`src/rtl/spi_flash_reader.sv`:
```
// SPI mode-0 initiator that reads one 32-bit little-endian word per request from a serial NOR flash.
// Define SPI_FLASH_READER_FAST_READ_EN to issue FAST READ (0x0B) with an 8-clock dummy phase.
module spi_flash_reader #(
  parameter int unsigned CLK_DIV = 2,
  parameter int unsigned CS_GAP  = 4
) (
  input  logic        io_clk,
  input  logic        io_rst_n,
  input  logic        io_req_valid,
  output logic        io_req_ready,
  input  logic [23:0] io_req_addr,
  output logic        io_rsp_valid,
  output logic [31:0] io_rsp_data,
  output logic        io_spi_sclk,
  output logic        io_spi_mosi,
  input  logic        io_spi_miso,
  output logic        io_spi_ss
);

`ifdef SPI_FLASH_READER_FAST_READ_EN
  localparam logic [7:0] READ_CMD = 8'h0B;
  typedef enum logic [2:0] {IDLE, CMD, ADDR, DUMMY, DATA, GAP} state_e;
`else
  localparam logic [7:0] READ_CMD = 8'h03;
  typedef enum logic [2:0] {IDLE, CMD, ADDR, DATA, GAP} state_e;
`endif

  localparam logic [7:0] DIV_LAST = 8'(CLK_DIV - 1);
  localparam logic [7:0] GAP_LAST = 8'(CS_GAP - 1);

  state_e      state_q, state_d;
  logic [7:0]  div_q, div_d;
  logic [5:0]  bit_q, bit_d;
  logic        sclk_q, sclk_d;
  logic        ss_q, ss_d;
  logic        mosi_q, mosi_d;
  logic [30:0] tx_q, tx_d;
  logic [31:0] rx_q, rx_d;
  logic [31:0] rsp_data_q, rsp_data_d;
  logic        rsp_valid_q, rsp_valid_d;
  logic [5:0]  field_bits;

  always_comb begin
    case (state_q)
      CMD:     field_bits = 6'd8;
      ADDR:    field_bits = 6'd24;
`ifdef SPI_FLASH_READER_FAST_READ_EN
      DUMMY:   field_bits = 6'd8;
`endif
      default: field_bits = 6'd32;
    endcase
  end

  always_comb begin
    state_d     = state_q;
    div_d       = div_q;
    bit_d       = bit_q;
    sclk_d      = sclk_q;
    ss_d        = ss_q;
    mosi_d      = mosi_q;
    tx_d        = tx_q;
    rx_d        = rx_q;
    rsp_data_d  = rsp_data_q;
    rsp_valid_d = 1'b0;
    case (state_q)
      IDLE: begin
        if (io_req_valid) begin
          // Command MSB goes straight to MOSI; the rest of command and address queue behind it.
          state_d = CMD;
          tx_d    = {READ_CMD[6:0], io_req_addr};
          mosi_d  = READ_CMD[7];
          ss_d    = 1'b0;
          sclk_d  = 1'b0;
          div_d   = '0;
          bit_d   = '0;
        end
      end
      GAP: begin
        if (div_q == GAP_LAST) begin
          state_d = IDLE;
          div_d   = '0;
        end else begin
          div_d = div_q + 8'd1;
        end
      end
      default: begin
        if (div_q != DIV_LAST) begin
          div_d = div_q + 8'd1;
        end else begin
          div_d = '0;
          if (!sclk_q) begin
            sclk_d = 1'b1;
            bit_d  = bit_q + 6'd1;
            if (state_q == DATA) rx_d = {rx_q[30:0], io_spi_miso};
          end else begin
            sclk_d = 1'b0;
            tx_d   = {tx_q[29:0], 1'b0};
            mosi_d = 1'b0;
            if (state_q == CMD || (state_q == ADDR && bit_q != field_bits)) mosi_d = tx_q[30];
            if (bit_q == field_bits) begin
              bit_d = '0;
              case (state_q)
                CMD:  state_d = ADDR;
`ifdef SPI_FLASH_READER_FAST_READ_EN
                ADDR:  state_d = DUMMY;
                DUMMY: state_d = DATA;
`else
                ADDR: state_d = DATA;
`endif
                DATA: begin
                  // First byte received is the least significant byte of the word.
                  state_d     = GAP;
                  ss_d        = 1'b1;
                  rsp_valid_d = 1'b1;
                  rsp_data_d  = {rx_q[7:0], rx_q[15:8], rx_q[23:16], rx_q[31:24]};
                end
                default: begin
                  state_d = IDLE;
                  ss_d    = 1'b1;
                end
              endcase
            end
          end
        end
      end
    endcase
  end

  always_ff @(posedge io_clk or negedge io_rst_n) begin
    if (!io_rst_n) begin
      state_q     <= IDLE;
      div_q       <= '0;
      bit_q       <= '0;
      sclk_q      <= 1'b0;
      ss_q        <= 1'b1;
      mosi_q      <= 1'b0;
      tx_q        <= '0;
      rx_q        <= '0;
      rsp_data_q  <= '0;
      rsp_valid_q <= 1'b0;
    end else begin
      state_q     <= state_d;
      div_q       <= div_d;
      bit_q       <= bit_d;
      sclk_q      <= sclk_d;
      ss_q        <= ss_d;
      mosi_q      <= mosi_d;
      tx_q        <= tx_d;
      rx_q        <= rx_d;
      rsp_data_q  <= rsp_data_d;
      rsp_valid_q <= rsp_valid_d;
    end
  end

  assign io_req_ready = (state_q == IDLE);
  assign io_rsp_valid = rsp_valid_q;
  assign io_rsp_data  = rsp_data_q;
  assign io_spi_sclk  = sclk_q;
  assign io_spi_mosi  = mosi_q;
  assign io_spi_ss    = ss_q;

endmodule

```
`config.mk`:
```
export PLATFORM = sky130hd
export DESIGN_NAME = spi_flash_reader
export DESIGN_NICKNAME = d
export VERILOG_FILES = /design/src/rtl/spi_flash_reader.sv
export SDC_FILE = /design/constraint.sdc
export NUM_CORES = 1
export LEC_CHECK = 0
export CORE_MARGIN = 1
export CORE_UTILIZATION = 55
export DETAILED_ROUTE_END_ITERATION = 8
export GPL_TIMING_DRIVEN = 1
export HOLD_SLACK_MARGIN = 0.1
export PLACE_DENSITY = 0.91
export SYNTH_ARGS = -nofsm -noshare
export SYNTH_HDL_FRONTEND = slang
export SYNTH_SLANG_ARGS = --single-unit
```
`constraint.sdc`:
```
create_clock -name io_clk -period 2.95 [get_ports io_clk]
set_input_delay 0.59 -clock io_clk [delete_from_list [all_inputs] [get_ports io_clk]]
set_output_delay 0.59 -clock io_clk [all_outputs]
set_load 0.02 [all_outputs]
```
# Yosys cells after proc, flatten, opt, wreduce, memory -nomap -nowiden
# Index checks and enable logic that the tools add are counted.
# classes
addsub	2
n_eq_ne	14
n_mux	39
n_bitwise	4
reduce_logical	16
# op_table
op	n
$mux W31	3
$pmux W31 S2	1
$mux W6	4
$mux W8	3
$pmux W6 S2	2
$pmux W8 S2	1
$mux W1	15
$mux W3	5
$reduce_and A4 Y1	3
$reduce_and A5 Y1	2
$pmux W3 S3	1
$add A8 B1 Y8 const B	1
$eq A8 B2 Y1 const B	1
$ne A8 B1 Y1 const B	1
$add A6 B1 Y6 const B	1
$eq A3 B2 Y1 const B	2
$eq A6 B6 Y1	1
$ne A2 B2 Y1 const B	3
$ne A3 B2 Y1 const B	2
$ne A6 B6 Y1	1
$pmux W1 S2	3
$pmux W3 S2	1
$reduce_and A6 Y1	1
$reduce_bool A3 Y1	2
other kinds (10)	15
# word_totals
register_bits	116
inputBits	28
word_cells	85

# Depth between registers and ports, before layout
# Gate-level depths: netlist of run 1.
# logic_depth
ltp_word	9
ltp_mapped	8

# Worst setup path before layout of run 1
# No wires, ideal clock.
# synth_timing
kind	flip-flop to flip-flop
startpoint	register bit_q[3]
endpoint	register rsp_data_q[10] (netlist: io_rsp_data[10])
arrival_ps	2080
t_required_ps	2825
setup_slack_ps	745
path_stages_with_launch	8
path_buffers	2
cell_sequence	dfrtp_1 > inv_2 > or4_1 > a2111o_1 > buf_6 > nor2_8 > buf_12 > mux2_4
# synth_via
elab_chain_cells	2
# synth_rtl
element	line_no	rtl
start: declaration	33	logic [5:0] bit_q, bit_d;
start signal: assignment	144	bit_q <= bit_d;
$eq A6 B6 Y1	100	if (bit_q == field_bits) begin
$reduce_and A5 Y1 (no line)	n/a	
end signal: assignment	150	rsp_data_q <= rsp_data_d;
end: declaration	39	logic [31:0] rsp_data_q, rsp_data_d;
# No other way between the ends.
# A chain may end at the register's enable or synchronous reset.

# Worst setup path after layout of run 1
# layout_timing
startpoint	register state_q[0]
endpoint	output io_req_ready
# layout_via
elab_chain_cells	1
# layout_rtl
element	line_no	rtl
start: declaration	31	state_e state_q, state_d;
start signal: assignment	142	state_q <= state_d;
$logic_not A3 Y1	155	assign io_req_ready = (state_q == IDLE);
end: declaration	10	output logic io_req_ready,
# No other way between the ends.

==> results_dict.tcl, run 1 <==
set metrics [dict create \
    r2r_slack_ns 0.20 \
    synth_flop_cell "dfrtp_1" \
    synthTopCellsByCount "dfrtp_1, nand2_1, mux2_2" \
    firstDrtPassIters 7 \
    post-cts-setup-buffers 0 \
    wire_per_inst_um 18.5 \
    post-route-util_pct 72.2 \
    crit_chain "or3_1 -> inv_2 -> clkdlybuf4s50_1" \
    rr_worst_depth 6 \
    grt_pass1_wl_mm 18.8 \
    avgSynthCellArea_sq_um 12.1 \
    drv_cap 0 \
    arrival_ns 2.18 \
    io_pins 65 \
    placementRows 34 \
    status "completed" \
    cp_slowest_stage_delay_ns 0.61 \
    synth_area_leaders "dfrtp_1, mux2_4, mux2_2, nand2_1, a31oi_1" \
    vias 3610 \
    hold_path.class "in2async" \
    ys_ff_latch 116 \
    clk_path_buf_depth 2 \
    synth.most_common_cell "dfrtp_1" \
    period_share_pct 94.0 \
    area_growth_pct 25.0 \
    synth_top_cell_by_area "dfrtp_1" \
    holdWs_ns 0.108 \
    viasPerCell 5.87 \
    die_h_um 98.7 \
    yosysWarnings 0 \
    coreArea_sq_um 8890 \
    synth_edf_count 0 \
    hold_viol_final 0 \
    antenna_left 0 \
    drt_iter0_drc 193 \
    place_hpwl_mm 6.59 \
    tightest_slew_ns 0.746 \
    netlist_area_sq_um 5140 \
    cts_hold_buf 0 \
    drive_gt1_share_pct 23.7 \
    cts-resized-gates 0 \
    cp-start-kind "register" \
    insertedDiodeCount 0 \
    fp.dieW_um 98.7 \
    worstPathMaxFanout 12 \
    antenna_found_initial 0 \
    cellPowerDensity_nw_per_um2 840 \
    syn_inst 426 \
    synth_cell_type_count 53 \
    grt_max_degree 52 \
    synth_top_area_share_pct 56.0 \
    fmax_ghz 0.361 \
    synth-async-reset-ratio_pct 100 \
    cts_tree "done" \
    skew_ns 0.00645 \
    critPathKind "reg2out" \
    io_buffers 64 \
    drcViolationCount 0 \
    cts.sinks 116 \
    crit_path_end_kind "output pin" \
    setup_viol 0 \
    nets 526 \
    initial_core_util_pct 57.8 \
    final_cell_area_sq_um 6420 \
    crit_required_ns 2.36 \
    setup_tns_ns 0 \
    clkTransAtPathRegs_ns 0.06 \
    clk_latency_ns 0.52 \
    design_power_total_mw 5.40 \
    gp_congestion 0.910 \
    dieArea_sq_um 9740 \
    power.leakage_nw 3.01 \
    slew_viol_final 0 \
    peakVddDrop_mv 0.508 \
    placed_cell_area_sq_um 5860 \
    cts_buffers 17 \
    seq_area_frac_synth_pct 56.5 \
    routed_wirelength_mm 11.4 \
    htreeDepth 4 \
    rsz0062_at_grt "no" \
    syn-num-nets 458 \
    grt_overflow 0 \
    cts-root-buf "clkbuf_8" \
    crit_slowest_cell "clkdlybuf4s50_1" \
    gr-usage-all-layers_pct 25.2 \
    slew-limit-headroom_pct 49.8 \
    period_needed_ns 2.77 \
    first_global_vias 3774 \
]
[registers in the layout, indices dropped and copies added (netlist names)]
register	cells
rx_q	32
io_rsp_data	32
bit_q	6
tx_q	31
io_spi_ss	1
io_spi_sclk	1
io_rsp_valid	1
state_q	3
io_spi_mosi	1
div_q	8
[placed cells by master (no fill, tap or decap), types with 2 or more instances in the layout]
master,instances
a21oi_1,2
nor2_1,34
mux2_4,32
nor4_1,3
or4_1,3
inv_2,2
xor2_1,6
o21ai_0,7
nand3_1,10
clkdlybuf4s50_1,63
a31oi_1,26
xnor2_1,2
nand4_1,6
and2_1,2
ha_1,4
clkinv_4,4
clkbuf_16,16
or3_1,3
inv_1,4
o31ai_1,3
dfrtp_1,115
clkinvlp_4,2
inv_6,7
or2_2,2
buf_4,6
nor2b_1,4
a41oi_1,3
mux2_2,35
nand2_1,70
buf_12,4
[metrics by stage]
stage	worst slack, ns	cells
finish	0.178	615
detailed placement	0.315	583
floorplan	0.745	426
CTS	0.191	615
global placement	0.391	583
global route	0.139	615
[final timing paths]
| kind | start | to |
|---|---|---|
| worst max-delay path | state_q[0] | io_req_ready |
| worst min-delay path | io_rst_n | div_q[0] |
| worst max register to register | state_q[0] | io_rsp_data[0] |
| worst min register to register | tx_q[28] | tx_q[28] |
| max in group asynchronous | io_rst_n | io_rsp_data[0] |
| min in group io_clk | tx_q[28] | tx_q[28] |
[report_power, final]
group / switching, mW / internal (mW) / total (mW)
sequential: 0.240 / 1.88 / 2.12
clock: 0.806 / 1.14 / 1.94
combinational: 0.820 / 0.517 / 1.34
[cell type report]
class                      count  area (sq um)
clock buffer                  17           414
clock inverter                15           146
fill                         553          2470
inverter                       6          22.5
multi-input combinational    280          2040
sequential                   116          2900
tap                          108           135
timing repair buffer          73           756
[routing by layer]
metal  wire [um]  track usage, %  vias up
met1        4640            30.2     1794
met2        5830            43.6      145
met4         306            9.53        0
li1            -               -     1637
met3         578            6.67       34
met5           0               0        -
[kinds of logic after synthesis]
group,count (synthesis),share of synthesized area [%]
fa+ha+maj,4,0.974
compound gates,53,6.99
flops,116,56.5
buf+inv,30,3.72
simple gates,147,13.2
xor+xnor,8,1.36
mux,68,17.2
[critical path: cells and delay by family, from the launching register on]
kind / cells / cell delay (ns)
buffers and inverters: 2 / 0.69
and+or+nand+nor: 1 / 0.47
DFF: 1 / 0.51
Note: power is estimated with default switching activity, not from simulation.
==> run 2: changes to the inputs <==
Settings changed: CORE_MARGIN 1 to 4.
==> results_dict.tcl, run 2 (same netlist as run 1, synthesis figures left out) <==
set metrics [dict create \
    crit_chain "or3_1 -> inv_2 -> clkdlybuf4s50_1" \
    switching_power_mw 1.84 \
    drv_cap 0 \
    final_cell_mix "dfrtp_1, nand2_1, clkdlybuf4s50_1" \
    place_hpwl_mm 6.71 \
    clockPowerShare_pct 36.2 \
    clkTransAtPathRegs_ns 0.06 \
    cts_hold_buf 1 \
    cts-root-buf "clkbuf_8" \
    arrival_ns 2.18 \
    cts-resized-gates 0 \
    cp_slowest_stage_delay_ns 0.60 \
    grt_overflow 0 \
    clk_latency_ns 0.52 \
    crit_buf_inv 2 \
    die_h_um 105 \
    sw_frac_of_total_pct 34.1 \
    rsz0062_at_grt "no" \
    gp_congestion 0.794 \
    post-cts-setup-buffers 0 \
    antenna_left 0 \
    firstDrtPassIters 6 \
    dieArea_sq_um 11000 \
    placementRows 35 \
    power.leakage_nw 3.01 \
    fin_ws_ns 0.185 \
    period_needed_ns 2.77 \
    cellInternalPower_mw 3.55 \
    slew_viol_final 0 \
    cts_buffers 17 \
    drt_iter0_drc 260 \
    multi_input_area_sq_um 2040 \
    tightest_slew_ns 0.934 \
    viasPerCell 5.82 \
    place_ws_ns 0.382 \
    final_common_cell "dfrtp_1" \
    pwr-share-comb_pct 24.5 \
    setup_tns_ns 0 \
    area_growth_pct 24.9 \
    fp.dieW_um 105 \
    path_delay_family "buffers and inverters" \
    io_pins 65 \
    critPathKind "reg2out" \
    cp-start-kind "register" \
    first_global_vias 3696 \
    insertedDiodeCount 0 \
    coreArea_sq_um 9150 \
    setup_viol 0 \
    wire_per_inst_um 17.7 \
    crit_required_ns 2.36 \
    antenna_found_initial 0 \
    status "completed" \
    placed_cell_area_sq_um 5840 \
    design_power_total_mw 5.39 \
    hold_viol_final 0 \
    htreeDepth 4 \
    fill_cells 582 \
    crit_path_end_kind "output pin" \
    drive_gt1_share_pct 23.3 \
    io_buffers 64 \
    skew_ns 0.00883 \
    cts_tree "done" \
    cts.sinks 116 \
    clk_path_buf_depth 2 \
    initial_core_util_pct 56.2 \
    grt_pass1_wl_mm 18.5 \
    worstPathMaxFanout 16 \
    slew-limit-headroom_pct 37.2 \
    routed_wirelength_mm 10.9 \
    cellPowerDensity_nw_per_um2 840 \
    grt_max_degree 55 \
    final_cell_area_sq_um 6420 \
    peakVddDrop_mv 0.448 \
    p_seq_share_pct 39.3 \
    drcViolationCount 0 \
    seq_area_sq_um 2900 \
    crit_slowest_cell "clkdlybuf4s50_1" \
    gr-usage-all-layers_pct 21.2 \
    period_share_pct 93.7 \
    hold_path.class "reg2reg" \
    nets 525 \
    fmax_ghz 0.362 \
    vias 3588 \
]
## run 2: cell types whose count changed in the layout (fill, tap and decap cells not counted), sizes merged
cell	delta
inv	-1
dlygate4sd3	+1
clkbuf	+1
buf	-2
## run 2: area by class of cell
cell class	count	share of cell area, %
Clock buffer	18	6.67
Clock inverter	14	2.22
Inverter	6	0.351
Multi-Input combinational cell	280	31.9
Sequential cell	116	45.2
Tap cell	111	2.16
Timing Repair Buffer	72	11.5
## run 2: final timing paths
check                           start         endpoint  slack [ns]  depth (start not counted)
min in group asynchronous    io_rst_n         rx_q[28]        0.59                          2
hold / removal               tx_q[25]         tx_q[25]        0.48                          2
setup reg to reg           state_q[0]  io_rsp_data[31]        0.35                          6
setup / recovery           state_q[2]     io_req_ready        0.18                          3
hold reg to reg              tx_q[25]         tx_q[25]        0.48                          2
max in group asynchronous    io_rst_n         tx_q[24]        1.54                          3
## run 2: power groups by stage
| stage | Sequential, mW | Combinational [mW] | Clock (mW) |
|---|---|---|---|
| floorplan | 2.05 | 1.00 | 0 |
| global route | 2.16 | 1.46 | 2.06 |
| detailed placement | 2.14 | 1.26 | 0 |
| global placement | 2.11 | 1.21 | 0 |
| finish | 2.12 | 1.32 | 1.95 |
| CTS | 2.12 | 1.32 | 1.99 |
## run 2: routing by layer
metal	track usage, %	routed length (um)	part of all wire, %	vias up
met5	0	0	0	-
met4	7.31	184	1.7	0
met3	5.56	446	4.1	21
met2	36.7	5730	52	110
met1	25.8	4570	42	1818
li1	-	-	-	1639
## run 2: per-stage QoR
step	utilization, %	std cells	hold WS, ns
after floorplan	-	426	0.294
after global placement	63.8	584	0.452
after detailed placement	63.8	584	0.459
after CTS	70.1	617	0.481
after global routing	70.1	617	0.508
final	70.1	617	0.482
## run 2: worst min-delay path: cells and delay by family (launching register included)
kind | cells | cell delay [ns]
flops | 1 | 0.35
simple gates | 2 | 0.10
